$ cat src/rtl/decoder_seq_if.sv
// Command/status bundle for decoder_seq: select handshake in, one-hot bank and status out.
interface decoder_seq_if #(
  parameter int unsigned SEL_W = 2
) ();
  localparam int unsigned OUT_W = 2 ** SEL_W;

  logic             enable;
  logic [1:0]       mode;
  logic [SEL_W-1:0] sel;
  logic             cmd_valid;
  logic             cmd_ready;
  logic [OUT_W-1:0] y;
  logic [SEL_W-1:0] cur_sel;
  logic             active;
  logic             done;

  modport master (
    output enable, mode, sel, cmd_valid,
    input  cmd_ready, y, cur_sel, active, done
  );

  modport slave (
    input  enable, mode, sel, cmd_valid,
    output cmd_ready, y, cur_sel, active, done
  );
endinterface

$ cat src/rtl/decoder_seq.sv
// Registered 1-of-2^SEL_W decoder with level, timed-pulse and auto-scan modes.
module decoder_seq #(
  parameter int unsigned SEL_W      = 2,
  parameter int unsigned PULSE_LEN  = 4,
  parameter int unsigned SCAN_DWELL = 8
) (
  input logic          clk,
  input logic          rst_n,
  decoder_seq_if.slave bus
);
  localparam int unsigned      OUT_W     = 2 ** SEL_W;
  localparam logic [OUT_W-1:0] OneHot0   = OUT_W'(1);
  localparam logic [7:0]       PulseLen  = 8'(PULSE_LEN);
  localparam logic [7:0]       ScanDwell = 8'(SCAN_DWELL);
  localparam logic [7:0]       ScanCount = 8'(OUT_W);

  localparam logic [1:0] ModeLevel = 2'b00;
  localparam logic [1:0] ModePulse = 2'b01;
  localparam logic [1:0] ModeScan  = 2'b10;

  typedef enum logic [1:0] {StIdle, StLevel, StPulse, StScan} state_e;

  state_e           state_q, state_d;
  logic [OUT_W-1:0] y_q, y_d;
  logic [SEL_W-1:0] cur_sel_q, cur_sel_d;
  logic [SEL_W-1:0] next_idx;
  logic             done_q, done_d;
  logic [7:0]       cnt_q, cnt_d;
  logic [7:0]       visit_q, visit_d;
  logic             accept;

  assign bus.cmd_ready = bus.enable & ((state_q == StIdle) | (state_q == StLevel));
  assign accept        = bus.cmd_valid & bus.cmd_ready;
  // Index arithmetic is SEL_W wide, so the scan wraps mod OUT_W for free.
  assign next_idx      = cur_sel_q + SEL_W'(1);

  always_comb begin
    state_d   = state_q;
    y_d       = y_q;
    cur_sel_d = cur_sel_q;
    done_d    = 1'b0;
    cnt_d     = cnt_q;
    visit_d   = visit_q;

    if (!bus.enable) begin
      state_d = StIdle;
      y_d     = '0;
      cnt_d   = 8'd0;
      visit_d = 8'd0;
    end else if (accept) begin
      unique case (bus.mode)
        ModeLevel: begin
          state_d   = StLevel;
          y_d       = OneHot0 << bus.sel;
          cur_sel_d = bus.sel;
          cnt_d     = 8'd0;
          visit_d   = 8'd0;
        end
        ModePulse: begin
          state_d   = StPulse;
          y_d       = OneHot0 << bus.sel;
          cur_sel_d = bus.sel;
          cnt_d     = 8'd1;
          visit_d   = 8'd0;
        end
        ModeScan: begin
          state_d   = StScan;
          y_d       = OneHot0 << bus.sel;
          cur_sel_d = bus.sel;
          cnt_d     = 8'd1;
          visit_d   = 8'd1;
        end
        default: begin
          state_d = StIdle;
          y_d     = '0;
          cnt_d   = 8'd0;
          visit_d = 8'd0;
        end
      endcase
    end else begin
      unique case (state_q)
        StPulse: begin
          if (cnt_q == PulseLen) begin
            state_d = StIdle;
            y_d     = '0;
            done_d  = 1'b1;
            cnt_d   = 8'd0;
          end else begin
            cnt_d = cnt_q + 8'd1;
          end
        end
        StScan: begin
          if (cnt_q != ScanDwell) begin
            cnt_d = cnt_q + 8'd1;
          end else if (visit_q == ScanCount) begin
            state_d = StIdle;
            y_d     = '0;
            done_d  = 1'b1;
            cnt_d   = 8'd0;
            visit_d = 8'd0;
          end else begin
            cur_sel_d = next_idx;
            y_d       = OneHot0 << next_idx;
            cnt_d     = 8'd1;
            visit_d   = visit_q + 8'd1;
          end
        end
        default: ;
      endcase
    end
  end

  always_ff @(posedge clk or negedge rst_n) begin
    if (!rst_n) begin
      state_q   <= StIdle;
      y_q       <= '0;
      cur_sel_q <= '0;
      done_q    <= 1'b0;
      cnt_q     <= 8'd0;
      visit_q   <= 8'd0;
    end else begin
      state_q   <= state_d;
      y_q       <= y_d;
      cur_sel_q <= cur_sel_d;
      done_q    <= done_d;
      cnt_q     <= cnt_d;
      visit_q   <= visit_d;
    end
  end

  assign bus.y       = y_q;
  assign bus.cur_sel = cur_sel_q;
  assign bus.active  = |y_q;
  assign bus.done    = done_q;
endmodule

$ cat src/flat_wrapper.sv
// flat-port wrapper written by rule: the top's interface ports become plain ports
module decoder_seq_flat 
#(
  parameter int unsigned SEL_W      = 2,
  parameter int unsigned PULSE_LEN  = 4,
  parameter int unsigned SCAN_DWELL = 8
)
  (clk, rst_n, bus_enable, bus_mode, bus_sel, bus_cmd_valid, bus_cmd_ready, bus_y, bus_cur_sel, bus_active, bus_done);
  decoder_seq_if #(.SEL_W(SEL_W)) bus_i ();
  input logic clk;
  input logic rst_n;
  input wire logic [$bits(bus_i.enable)-1:0] bus_enable;
  input wire logic [$bits(bus_i.mode)-1:0] bus_mode;
  input wire logic [$bits(bus_i.sel)-1:0] bus_sel;
  input wire logic [$bits(bus_i.cmd_valid)-1:0] bus_cmd_valid;
  output wire logic [$bits(bus_i.cmd_ready)-1:0] bus_cmd_ready;
  output wire logic [$bits(bus_i.y)-1:0] bus_y;
  output wire logic [$bits(bus_i.cur_sel)-1:0] bus_cur_sel;
  output wire logic [$bits(bus_i.active)-1:0] bus_active;
  output wire logic [$bits(bus_i.done)-1:0] bus_done;
  assign bus_i.enable = bus_enable;
  assign bus_i.mode = bus_mode;
  assign bus_i.sel = bus_sel;
  assign bus_i.cmd_valid = bus_cmd_valid;
  assign bus_cmd_ready = bus_i.cmd_ready;
  assign bus_y = bus_i.y;
  assign bus_cur_sel = bus_i.cur_sel;
  assign bus_active = bus_i.active;
  assign bus_done = bus_i.done;
  decoder_seq #(.SEL_W(SEL_W), .PULSE_LEN(PULSE_LEN), .SCAN_DWELL(SCAN_DWELL)) u_core (.clk(clk), .rst_n(rst_n), .bus(bus_i));
endmodule
$ cat config.mk
export PLATFORM = sky130hd
export DESIGN_NAME = decoder_seq_flat
export DESIGN_NICKNAME = d
export VERILOG_FILES = /design/src/rtl/decoder_seq_if.sv /design/src/rtl/decoder_seq.sv /design/src/flat_wrapper.sv
export SDC_FILE = /design/constraint.sdc
export NUM_CORES = 1
export LEC_CHECK = 0
export ABC_AREA = 0
export CORE_ASPECT_RATIO = 1.2
export CORE_MARGIN = 5
export CORE_UTILIZATION = 50
export DETAILED_ROUTE_END_ITERATION = 10
export MAX_ROUTING_LAYER = met4
export PLACE_DENSITY = 0.78
export SLEW_MARGIN = 5
export SYNTH_ARGS = -nofsm -noshare
export SYNTH_HDL_FRONTEND = slang
export SYNTH_SLANG_ARGS = --single-unit
$ cat constraint.sdc
create_clock -name clk -period 1.9 [get_ports clk]
set_clock_uncertainty 0.15 [all_clocks]
set_input_delay 0.475 -clock clk [delete_from_list [all_inputs] [get_ports clk]]
set_output_delay 0.475 -clock clk [all_outputs]
set_load 0.01 [all_outputs]
==> metrics <==
Yosys cell types=48; Vias=1,672; GPL Wtd Cong=0.863; Post-synth EDFFs=0; CP Capture Type=output pin; clk buf depth=2; Static Leak=1.14 nW; largest family of logic cells by synthesized area=simple AND/OR/NAND/NOR gates; starting density of the core=51.0%; drt total wl=4790 um; FF-to-FF setup slack=-60 ps; Hold Path Class=in -> async; first-pass GRT wire length=7570 um; CTS buffer count=3; CTS tree=done; unrepaired setup endpoints after global routing=yes; r2r endpoint=u_core.bus.cur_sel[0]; multi-input logic area=1040 um^2; clock share of power=27.1%; H-tree depth=1; reg2reg path depth=7; Cell Rows=23; Crit path arrival time=1330 ps; startpoint types=flip-flop; I/O pins=17; Yosys reg bits=25; setup_tns=-119 ps; DRT Pass-1 Iters=4; area of the die=4640 um^2; combinational share of power=27.2%; slowest CP cell=or4_1; Iter 0 DRT Violations=74; initial antenna violation count=0; worst reg2reg startpoint=u_core.visit_q[0]; Post-Syn Area=1690 um^2; slew margin rel.=68.0%; Synthesized Nets=202; final max-slew violation count=0; total of max-cap violations=0; hold slack final=405 ps; Synth Area in Compound Gates=18.4%; Clock Sinks=25; Layout area overhead=36.6%; final hold vios=0; clk_lat worst skew=280 ps; # DRC=0; layout cells sized above 1=29.8%; Core Footprint=3310 um^2; CP Max Fanout=2; Crit path largest cell delay=520 ps; vias in the first global route=1,672; post-synthesis mux area share=3.12%; Syn. warnings=0; count of port buffers added during placement=16; Seq pwr share=45.7%; ANT nets after route=0; die width=63.0 um; Die Height=73.6 um; Req. time, crit path=1270 ps; Cell Pwr Density=549 nW/um^2; wire length per cell=17.4 um; Synth Instances=183; cells along the critical path=or4_1, buf_2; Async SR Flop Fraction=100%; Final Core Density=69.6%; WS Path Type=reg -> out; Syn Area/Cell=9.22 um^2; Adder-Cell Fraction of Synth Area=8.16%; IR drop worst, VDD=359 uV; P_int=0.875 mW; CTS Hold Buffers Added=0; final setup vio count=3; Layout Nets=258; Total GRT Usage=20.9%; XOR/XNOR Fraction of Synth Area=1.56%; FF+latch area=627 um^2; DPL Wire Length=3300 um; Setup WS post-layout=-58.9 ps; largest area contributor in the netlist=dfrtp_1; Via density=6.08; sequential fraction of the synthesis area=37.1%; Fill cells=255; period utilisation layout=103%; total global routing overflow=0; # diodes=0; Synth area leaders=dfrtp_1 (37%), ha_1 (8.2%), nand3_1 (3.6%); CTS clock-pin slew for the worst setup and hold paths=100 ps; Psw=0.390 mW; Synth Flop Type=dfrtp_1; outcome=complete, but fails checks; fmax=510 MHz; pin count of the biggest net entering global routing=26; Synth top area share=37.1%; Net Sw Frac=30.8%; Worst-Margin Slew=478 ps; min Tclk post-route=1960 ps; failing checks=negative setup slack; Simple-Gate Fraction of Synth Area=26.0%; CTS root buffer=clkbuf_8
critical path, delay by kind of cell, from the launching register on:
kind          cells  cell delay [ps]
buf+inv           1              160
flops             1              390
simple gates      1              520
power groups by stage:
stage	sequential, mW	clock [mW]	combinational, mW
floorplan	0.593	0	0.140
global placement	0.584	0	0.286
detailed placement	0.587	0	0.298
CTS	0.578	0.351	0.312
global route	0.582	0.371	0.372
finish	0.578	0.343	0.345
placed cells by master, fill, tap and decap left out, drive strengths merged, types with 2 or more instances in the layout:
master,Yosys,layout
xor2,3,3
a22o,3,3
o211ai,2,2
and2,6,6
dfrtp,25,25
and3,8,8
a311oi,3,3
nor2,6,6
nand4,3,3
nor4,2,2
nor3,2,2
nand2,16,16
nor3b,2,2
buf,5,44
ha,11,11
clkdlybuf4s50,0,6
o21ai,9,9
inv,15,15
dlymetal6s2s,0,3
a211o,2,2
a31oi,2,2
mux2,2,2
clkbuf,2,3
a21oi,12,12
a211oi,3,3
dlygate4sd2,0,5
mux2i,3,3
nand2b,2,2
or4,5,5
nand3,12,12
registers in the layout, summed over array words and instances, names as in the netlist:
signal,cells
u_core.bus.y,4
u_core.cnt_q,8
u_core.bus.cur_sel,2
u_core.bus.done,1
u_core.visit_q,8
u_core.state_q,2
stage by stage:
stage                     power, mW  instance area [um^2]  cells  worst slack [ps]
final                          1.27                  2300    275             -58.9
after floorplan               0.733                  1700    183              5.82
after global routing           1.32                  2300    275              -109
after global placement        0.871                  2090    259              -413
after CTS                      1.24                  2180    265             -72.8
after detailed placement      0.885                  2090    259              -435
metal layers:
metal / vias to the layer above / GRT usage [%] / part of all wire, %
met3: 13 / 2.29 / 3.8
li1: 786 / - / -
met2: 46 / 39.0 / 53
met5: - / - / 0
met4: 0 / 7.31 / 2.6
met1: 827 / 22.7 / 41
worst max path at each step:
stage / from / depth (start not counted) / to
floorplan: u_core.cnt_q[0] / 7 / u_core.bus.y[2]
global placement: bus_enable / 4 / bus_cmd_ready
detailed placement: bus_enable / 4 / bus_cmd_ready
CTS: u_core.bus.y[2] / 2 / bus_active
global route: u_core.visit_q[0] / 7 / u_core.bus.cur_sel[0]
finish: u_core.bus.y[3] / 2 / bus_active
repair_timing:
item	4_1_cts	5_1_grt
setup buffers	2	10
resized for setup	23	14
setup endpoints to repair	14	17
pin swaps	3	7
final cells by class:
type	instances	share of cell area, %
Timing Repair Buffer	58	20.9
Clock inverter	1	0.326
Clock buffer	3	1.79
Sequential cell	25	27.2
Tap cell	37	2.01
Inverter	15	2.44
Multi-Input combinational cell	136	45.4
cells in the mapped netlist (3+ instances only):
cell	instances
dfrtp_1	25
nand2_1	16
inv_1	15
nand3_1	12
a21oi_1	11
ha_1	11
o21ai_0	9
and3_1	8
and2_1	6
nor2_1	6
or4_1	5
buf_2	4
a211oi_1	3
a22o_1	3
a311oi_1	3
mux2i_1	3
nand4_1	3
xor2_1	3
kinds of logic (layout without fill, tap and decap cells):
group	count (synthesis)	count (layout)
and+or+nand+nor	72	72
AOI/OAI and AO/OA	45	45
DFF	25	25
buffers and inverters	22	77
adders and majority gates	11	11
muxes	5	5
xor gates and xnor gates	3	3
No activity file was read; power rests on OpenSTA's default activity.
